`config.mk`:
```
export PLATFORM = sky130hd
export DESIGN_NAME = countdown_timer
export DESIGN_NICKNAME = d
export VERILOG_FILES = /design/src/rtl/countdown_timer.sv
export SDC_FILE = /design/constraint.sdc
export NUM_CORES = 1
export LEC_CHECK = 0
export CAP_MARGIN = 20
export CELL_PAD_IN_SITES_DETAIL_PLACEMENT = 2
export CELL_PAD_IN_SITES_GLOBAL_PLACEMENT = 2
export CORE_ASPECT_RATIO = 1.5
export CORE_MARGIN = 5
export CORE_UTILIZATION = 35
export CTS_BUF_LIST = sky130_fd_sc_hd__clkbuf_4 sky130_fd_sc_hd__clkbuf_8 sky130_fd_sc_hd__clkbuf_16
export DETAILED_ROUTE_END_ITERATION = 16
export PLACE_DENSITY = 0.83
export SYNTH_ARGS = -nofsm -noshare
export SYNTH_HDL_FRONTEND = slang
export SYNTH_SLANG_ARGS = --single-unit
```
`constraint.sdc`:
```
create_clock -name ClockIn -period 3.3 [get_ports ClockIn]
set_input_delay 0.825 -clock ClockIn [delete_from_list [all_inputs] [get_ports ClockIn]]
set_output_delay 0.825 -clock ClockIn [all_outputs]
set_load 0.02 [all_outputs]
```
`src/rtl/countdown_timer.sv`:
```
// Two-digit BCD countdown timer with IDLE/RUN/PAUSE/DONE control and a
// CLOCK_FREQUENCY-cycle prescaler. Optional Warning output: COUNTDOWN_WARN_EN.
module countdown_timer #(
    parameter int CLOCK_FREQUENCY = 50000000,
    parameter int WARN_SECONDS    = 10
) (
    input  logic       ClockIn,
    input  logic       Resetn,
    input  logic       Load,
    input  logic [7:0] StartValue,
    input  logic       Start,
    input  logic       Pause,
    output logic [3:0] OnesCounterValue,
    output logic [3:0] TensCounterValue,
    output logic       Running,
    output logic       TickOut,
    output logic       TimeUp,
    output logic       Warning
);

    localparam int             PW        = $clog2(CLOCK_FREQUENCY);
    localparam logic [PW-1:0]  PRESC_MAX = PW'(CLOCK_FREQUENCY - 1);

    typedef enum logic [1:0] {
        IDLE  = 2'd0,
        RUN   = 2'd1,
        PAUSE = 2'd2,
        DONE  = 2'd3
    } state_t;

    state_t        state_r;
    state_t        state_nx_s;
    logic [PW-1:0] presc_r;
    logic [PW-1:0] presc_nx_s;
    logic [3:0]    tens_r;
    logic [3:0]    ones_r;
    logic [3:0]    tens_nx_s;
    logic [3:0]    ones_nx_s;
    logic          tick_nx_s;

    function automatic logic [3:0] clamp_digit(input logic [3:0] d);
        if (d > 4'd9) begin
            clamp_digit = 4'd9;
        end else begin
            clamp_digit = d;
        end
    endfunction

    // BCD decrement that saturates at 00 rather than wrapping.
    function automatic logic [7:0] bcd_dec(input logic [3:0] t, input logic [3:0] o);
        if (o != 4'd0) begin
            bcd_dec = {t, o - 4'd1};
        end else if (t != 4'd0) begin
            bcd_dec = {t - 4'd1, 4'd9};
        end else begin
            bcd_dec = 8'h00;
        end
    endfunction

    // Next-state, prescaler and digit computation.
    always_comb begin
        state_nx_s = state_r;
        presc_nx_s = presc_r;
        tens_nx_s  = tens_r;
        ones_nx_s  = ones_r;
        tick_nx_s  = 1'b0;
        if (Load) begin
            tens_nx_s  = clamp_digit(StartValue[7:4]);
            ones_nx_s  = clamp_digit(StartValue[3:0]);
            presc_nx_s = PRESC_MAX;
            state_nx_s = IDLE;
        end else begin
            case (state_r)
                IDLE: begin
                    if (Start) begin
                        state_nx_s = ({tens_r, ones_r} == 8'h00) ? DONE : RUN;
                    end else begin
                        state_nx_s = IDLE;
                    end
                end
                RUN: begin
                    // The pause edge still consumes its RUN cycle, so resume loses nothing.
                    if (Pause) begin
                        state_nx_s = PAUSE;
                    end else begin
                        state_nx_s = RUN;
                    end
                    if (presc_r == '0) begin
                        presc_nx_s             = PRESC_MAX;
                        tick_nx_s              = 1'b1;
                        {tens_nx_s, ones_nx_s} = bcd_dec(tens_r, ones_r);
                        if (bcd_dec(tens_r, ones_r) == 8'h00) begin
                            state_nx_s = DONE;
                        end else begin
                            state_nx_s = state_nx_s;
                        end
                    end else begin
                        presc_nx_s = presc_r - PW'(1);
                    end
                end
                PAUSE: begin
                    if (Start && !Pause) begin
                        state_nx_s = RUN;
                    end else begin
                        state_nx_s = PAUSE;
                    end
                end
                DONE: begin
                    state_nx_s = DONE;
                    tens_nx_s  = 4'd0;
                    ones_nx_s  = 4'd0;
                end
                default: begin
                    state_nx_s = IDLE;
                end
            endcase
        end
    end

    // State, prescaler and registered outputs.
    always_ff @(posedge ClockIn or negedge Resetn) begin
        if (!Resetn) begin
            state_r          <= IDLE;
            presc_r          <= PRESC_MAX;
            tens_r           <= 4'd0;
            ones_r           <= 4'd0;
            TensCounterValue <= 4'd0;
            OnesCounterValue <= 4'd0;
            Running          <= 1'b0;
            TickOut          <= 1'b0;
            TimeUp           <= 1'b0;
        end else begin
            state_r          <= state_nx_s;
            presc_r          <= presc_nx_s;
            tens_r           <= tens_nx_s;
            ones_r           <= ones_nx_s;
            TensCounterValue <= tens_nx_s;
            OnesCounterValue <= ones_nx_s;
            Running          <= (state_nx_s == RUN);
            TickOut          <= tick_nx_s;
            TimeUp           <= (state_nx_s == DONE);
        end
    end

`ifdef COUNTDOWN_WARN_EN
    localparam logic [7:0] WARN_VAL = 8'(WARN_SECONDS);

    logic [7:0] secs_nx_s;
    logic       warn_nx_s;
    logic       warning_r;

    // Decimal remaining time compared against the threshold.
    always_comb begin
        secs_nx_s = ({4'd0, tens_nx_s} * 8'd10) + {4'd0, ones_nx_s};
        if (((state_nx_s == RUN) || (state_nx_s == PAUSE)) && (secs_nx_s <= WARN_VAL)) begin
            warn_nx_s = 1'b1;
        end else begin
            warn_nx_s = 1'b0;
        end
    end

    // Warning register, updated alongside the digits.
    always_ff @(posedge ClockIn or negedge Resetn) begin
        if (!Resetn) begin
            warning_r <= 1'b0;
        end else begin
            warning_r <= warn_nx_s;
        end
    end

    assign Warning = warning_r;
`else
    assign Warning = 1'b0;
`endif

endmodule

```
== After elaboration in Yosys (flattened, before gate mapping) ==
Cells that the tools add are included.

* Reduce and logical (&&, ||, !) cells: 11
* Multiplexer cells: 27
* $add $sub $neg: 3
* Bitwise gates (word level): 0
* Divide/modulo/power cells: 0
* $mul: 0
* Shifts and indexed selects: 0
* Equal/unequal tests: 6
* Order comparisons: 2

{| class="wikitable"
|+ Operator list
! operator !! number
|-
| $mux W26 || 3
|-
| $mux W8 || 5
|-
| $logic_not A26 Y1 || 1
|-
| $sub A26 B1 Y26 const B || 1
|-
| $mux W4 || 6
|-
| $logic_not A8 Y1 || 2
|-
| $pmux W4 S2 || 2
|-
| $mux W2 || 7
|-
| $gt A4 B4 Y1 const B || 2
|-
| $pmux W2 S4 || 1
|-
| $reduce_bool A4 Y1 || 2
|-
| $sub A4 B1 Y4 const B || 2
|-
| $eq A2 B2 Y1 const B || 3
|-
| $eq A2 B1 Y1 const B || 2
|-
| $mux W1 || 3
|-
| $ne A3 B3 Y1 const B || 1
|-
| $reduce_bool A3 Y1 || 1
|-
| $logic_not A2 Y1 || 1
|-
| $reduce_and A2 Y1 || 1
|-
| $reduce_bool A2 Y1 || 1
|-
| $logic_and A1 B1 Y1 || 1
|-
| $logic_not A1 Y1 || 1
|}

* Bits in registers: 39
* ROM bits: 0
* Output and inout bits: 12
* Memory bits (writable): 0
* Logic and storage cells: 56
* Bits in latches: 0
* Memories: 0

== Logic depth before layout (Yosys ltp) ==
* Depth in word-level cells: 12
* Mapped depth: 7

== Least setup slack after synthesis ==
No wires, ideal clock.

* Path kind: reg-to-reg
* From: reg presc_r[12]
* To: reg tens_r[2]
* Required time: 3.174 ns
* Setup slack: 0.906 ns
* Arrival time: 2.268 ns
* Cell stages (with the launch flop): 6
* Path buffers: 0
* Cells stage by stage: dfstp_2 -> or4_4 -> or4b_4 -> nor3_4 -> a31oi_1 -> a311o_1

* Word-level cells in the longest chain between the ends: 3

{| class="wikitable"
|+ Ends and longest elaborated chain
! item !! RTL line !! text
|-
| start: declaration || 33 || <nowiki>logic [PW-1:0] presc_r;</nowiki>
|-
| start signal: assignment || 134 || <nowiki>presc_r <= presc_nx_s;</nowiki>
|-
| $logic_not A26 Y1 || 88 || <nowiki>if (presc_r == '0) begin</nowiki>
|-
| $ne A3 B3 Y1 (no source line) || -- ||
|-
| $reduce_and A2 Y1 (no source line) || -- ||
|-
| end signal: assignment || 135 || <nowiki>tens_r <= tens_nx_s;</nowiki>
|-
| end: declaration || 35 || <nowiki>logic [3:0] tens_r;</nowiki>
|}

Every way passes these cells.
A chain may end at the register's enable or synchronous reset.

== Final worst setup path ==
* From: reg presc_r[12]
* To: reg presc_r[11]

* Word-level cells in the longest chain between the ends: 4

{| class="wikitable"
|+ Ends and longest elaborated chain
! item !! RTL line !! text
|-
| $logic_not A26 Y1 || 88 ||
|-
| $mux W26 || 88 ||
|-
| $mux W26 || 73 || <nowiki>case (state_r)</nowiki>
|-
| $mux W26 || 67 || <nowiki>if (Load) begin</nowiki>
|}

Every way passes these cells. The select of a mux whose other input is x is not followed.

==> impl_metrics.prom <==
# TYPE chip_impl_metric gauge
chip_impl_metric{name="detail_route.first_pass.iterations",unit=""} 4
chip_impl_info{name="synth_area_leader_cell",value="dfrtp_1"} 1
chip_impl_metric{name="tritoncts.num_buffers",unit=""} 5
chip_impl_metric{name="max_freq",unit="MHz"} 349
chip_impl_info{name="layout.cells.most_common_list",value="nor2_1, clkdlybuf4s50_1, dfrtp_1, nand2_1, dfstp_2"} 1
chip_impl_metric{name="grt_antenna_before_repair",unit=""} 0
chip_impl_metric{name="yosys_warnings",unit=""} 0
chip_impl_metric{name="place.gp.congestion",unit=""} 0.793
chip_impl_metric{name="synthToLayoutAreaGrowth",unit="%"} 18.1
chip_impl_metric{name="cts_repair_resize_count",unit=""} 0
chip_impl_metric{name="design.portCount",unit=""} 25
chip_impl_metric{name="post_route_cells_drive_above_1_share",unit="%"} 16.1
chip_impl_metric{name="cts_setup_buffers",unit=""} 0
chip_impl_metric{name="detailroute.via_count",unit=""} 1926
chip_impl_info{name="crit_path_end_kind",value="register"} 1
chip_impl_metric{name="final-max-slew-violation-count",unit=""} 0
chip_impl_metric{name="multi_input_area",unit="um2"} 1080
chip_impl_metric{name="placeableCoreArea",unit="um2"} 6090
chip_impl_metric{name="fp.dieW",unit="um"} 74.0
chip_impl_metric{name="gr-total-overflow",unit=""} 0
chip_impl_metric{name="antennaDiodeCount",unit=""} 0
chip_impl_metric{name="place_inst",unit=""} 321
chip_impl_info{name="grt_setup_unrepaired",value="false"} 1
chip_impl_metric{name="cp_max_fo",unit=""} 7
chip_impl_metric{name="worst-endpoint-arrival",unit="ns"} 3.02
chip_impl_metric{name="fin_crit",unit="ns"} 2.86
chip_impl_metric{name="grt_first_pass_wirelength",unit="um"} 11000
chip_impl_metric{name="io_buffers",unit=""} 23
chip_impl_metric{name="worst_slew_pin_slew",unit="ns"} 0.891
chip_impl_metric{name="detail_route.vias_per_cell",unit=""} 5.85
chip_impl_info{name="result_of_the_run",value="complete, no violations"} 1
chip_impl_metric{name="route.detailed.drc",unit=""} 0
chip_impl_metric{name="net-switching-power",unit="uW"} 292
chip_impl_metric{name="path_clk_slew",unit="ns"} 0.08
chip_impl_metric{name="post_drt_wl_per_cell",unit="um"} 19.7
chip_impl_metric{name="finalHoldViolCount",unit=""} 0
chip_impl_info{name="category_of_the_worst_setup_path_launch_point",value="register"} 1
chip_impl_info{name="synthTopCellsByArea",value="dfrtp_1, dfstp_2, xnor2_1"} 1
chip_impl_metric{name="synth_enable_flop_cells",unit=""} 0
chip_impl_metric{name="power.share.clock",unit="%"} 33.3
chip_impl_metric{name="cts_hold_buffers",unit=""} 0
chip_impl_metric{name="leakagePower",unit="uW"} 0.000917
chip_impl_info{name="holdCritPathClass",value="register to register"} 1
chip_impl_metric{name="n_fill_cell",unit=""} 654
chip_impl_metric{name="dp_hpwl",unit="um"} 4810
chip_impl_info{name="min_from",value="presc_r[17]$_DFFE_PN1P_"} 1
chip_impl_metric{name="synth-seq-cells",unit=""} 39
chip_impl_metric{name="worst_slack",unit="ns"} 0.437
chip_impl_metric{name="ys_async_sr_fraction",unit="%"} 100
chip_impl_metric{name="p_per_area",unit="nW/um2"} 395
chip_impl_metric{name="route.final.wire_length",unit="um"} 6480
chip_impl_metric{name="final-seq-area",unit="um2"} 998
chip_impl_metric{name="instances_no_fill",unit=""} 329
chip_impl_info{name="regToRegStartpoint",value="presc_r[12]$_DFFE_PN1P_"} 1
chip_impl_metric{name="skew",unit="ns"} 0.00561
chip_impl_metric{name="switching_share",unit="%"} 29.1
chip_impl_metric{name="grt_max_degree",unit=""} 40
chip_impl_metric{name="syn_area",unit="um2"} 2150
chip_impl_metric{name="final.period_utilization",unit="%"} 86.8
chip_impl_metric{name="yosysTopAreaCellShare",unit="%"} 24.4
chip_impl_metric{name="clk-insertion-delay-late",unit="ns"} 0.30
chip_impl_metric{name="power_frac_comb",unit="%"} 14.5
chip_impl_metric{name="die_area",unit="um2"} 7850
chip_impl_metric{name="cts_max_path_buffers",unit=""} 2
chip_impl_info{name="clock-root-buffer",value="clkbuf_8"} 1
chip_impl_metric{name="power.share.sequential",unit="%"} 52.2
chip_impl_info{name="top_ff_cell_synth",value="dfrtp_1"} 1
chip_impl_metric{name="finalSetupViolations",unit=""} 0
chip_impl_metric{name="timing.max_slew.rel_slack",unit="%"} 40.6
chip_impl_metric{name="ctsHtreeMaxLevel",unit=""} 2
chip_impl_metric{name="power_report.internal_total",unit="uW"} 711
chip_impl_metric{name="final_core_utilization",unit="%"} 41.8
chip_impl_metric{name="die_h",unit="um"} 106
chip_impl_metric{name="post-layout-total-power",unit="uW"} 1000
chip_impl_info{name="tritoncts_clock_tree",value="done"} 1
chip_impl_metric{name="final_nets",unit=""} 268
chip_impl_metric{name="max_cap_violations",unit=""} 0
chip_impl_info{name="critPathKind",value="register to register"} 1
chip_impl_metric{name="dpl_worst_slack",unit="ns"} 0.443
chip_impl_metric{name="synthCells",unit=""} 231
chip_impl_metric{name="placementRows",unit=""} 35
chip_impl_metric{name="vdd_ir_drop_max",unit="mV"} 0.222
chip_impl_metric{name="final_antenna_net_count",unit=""} 0
chip_impl_metric{name="setup_total_negative_slack",unit="ns"} 0
chip_impl_metric{name="dr.first_iter.drc_count",unit=""} 57
chip_impl_metric{name="worstPathRequired",unit="ns"} 3.46
chip_impl_metric{name="floorplan.initialDensity",unit="%"} 35.4
chip_impl_metric{name="clock_sinks",unit=""} 39
chip_impl_metric{name="grt_usage",unit="%"} 18.2
chip_impl_metric{name="seq_area_frac_synth",unit="%"} 46.4
chip_impl_metric{name="synth_area_per_cell",unit="um2"} 9.32
chip_impl_metric{name="yosys.cell_types.count",unit=""} 52
chip_impl_metric{name="number_of_global_route_vias_before_repair",unit=""} 2244
chip_impl_metric{name="mappedNetlistNets",unit=""} 245
chip_impl_info{name="crit_start",value="presc_r[12]$_DFFE_PN1P_"} 1
chip_impl_info{name="final_common_cell",value="nor2_1"} 1
[metal layers]
metal / wire (um) / up-vias / GRT usage, % / share of wire (%)
met5: 0 / - / 0 / 0
met4: 73 / 0 / 5.70 / 1.1
met3: 164 / 5 / 3.88 / 2.5
met2: 3710 / 30 / 34.3 / 57
met1: 2530 / 997 / 19.4 / 39
li1: - / 894 / - / -
[stage by stage]
step	area (um2)	hold slack, ns
2_1_floorplan	2150	0.470
3_3_place_gp	2450	0.488
3_5_place_dp	2450	0.501
4_1_cts	2540	0.511
5_1_grt	2540	0.530
6_report	2540	0.505
[logic make-up after synthesis]
group | synth area share (%)
xor gates and xnor gates | 6.10
buffers and inverters | 3.55
muxes | 0.465
and+or+nand+nor | 23.5
adders and majority gates | 0.581
DFF | 46.4
AOI/OAI and AO/OA | 19.2
other | 0.174
[cell usage after synthesis, types with 2 or more instances]
library cell   n
a21oi_1        5
a2bb2oi_1      2
a311o_1        2
a31oi_1        5
a41oi_1        3
and3_1         3
clkbuf_1       9
dfrtp_1       21
dfstp_2       18
inv_1          7
nand2_1       21
nand2b_1       3
nand3_1        7
nor2_1        25
nor3_1        10
nor4_1         9
o2111ai_1      2
o211ai_1       9
o21a_1         3
o21ai_0       11
o21ai_1        3
o31ai_1        4
o41ai_1        2
or2_2          2
or3_1          2
or4_1          3
or4_4          2
xnor2_1       14
[path summary, 6_finish.rpt]
path                                           end  slack (ns)  cells after the start
setup / recovery           presc_r[11]$_DFFE_PN0P_        0.44                      5
hold / removal             presc_r[17]$_DFFE_PN1P_        0.51                      2
hold reg to reg            presc_r[17]$_DFFE_PN1P_        0.51                      2
max in group asynchronous  presc_r[18]$_DFFE_PN0P_        2.10                      1
min in group asynchronous    ones_r[2]$_DFFE_PN0P_        0.65                      1
setup reg to reg           presc_r[11]$_DFFE_PN0P_        0.44                      5
[worst max-delay path: stages, from the launching register on]
cell     delay (ns)
dfstp_2        0.40
or4_4          0.57
nor4b_1        0.68
nand3_1        0.40
o21ai_1        0.54
nor2_1         0.13
[state kept, by name, indices dropped and copies added (netlist names)]
register and cells:
TickOut 1, ones_r 4, Running 1, TimeUp 1, presc_r 26, state_r 2, tens_r 4
[power by group through the flow]
stage / combinational (uW) / sequential [uW] / clock, uW
after floorplan: 68.0 / 533 / 0
after global placement: 145 / 531 / 0
after detailed placement: 148 / 532 / 0
after CTS: 149 / 524 / 349
after global routing: 160 / 528 / 372
final: 145 / 524 / 335
[area by class of cell]
class / instances / area share [%]
clock buffer: 6 / 3.00
clock inverter: 2 / 0.492
inverter: 8 / 1.18
multi-input combinational: 173 / 42.4
sequential: 39 / 39.3
tap: 74 / 3.64
timing repair buffer: 27 / 10.0
Power figures use the tool's default switching activity.
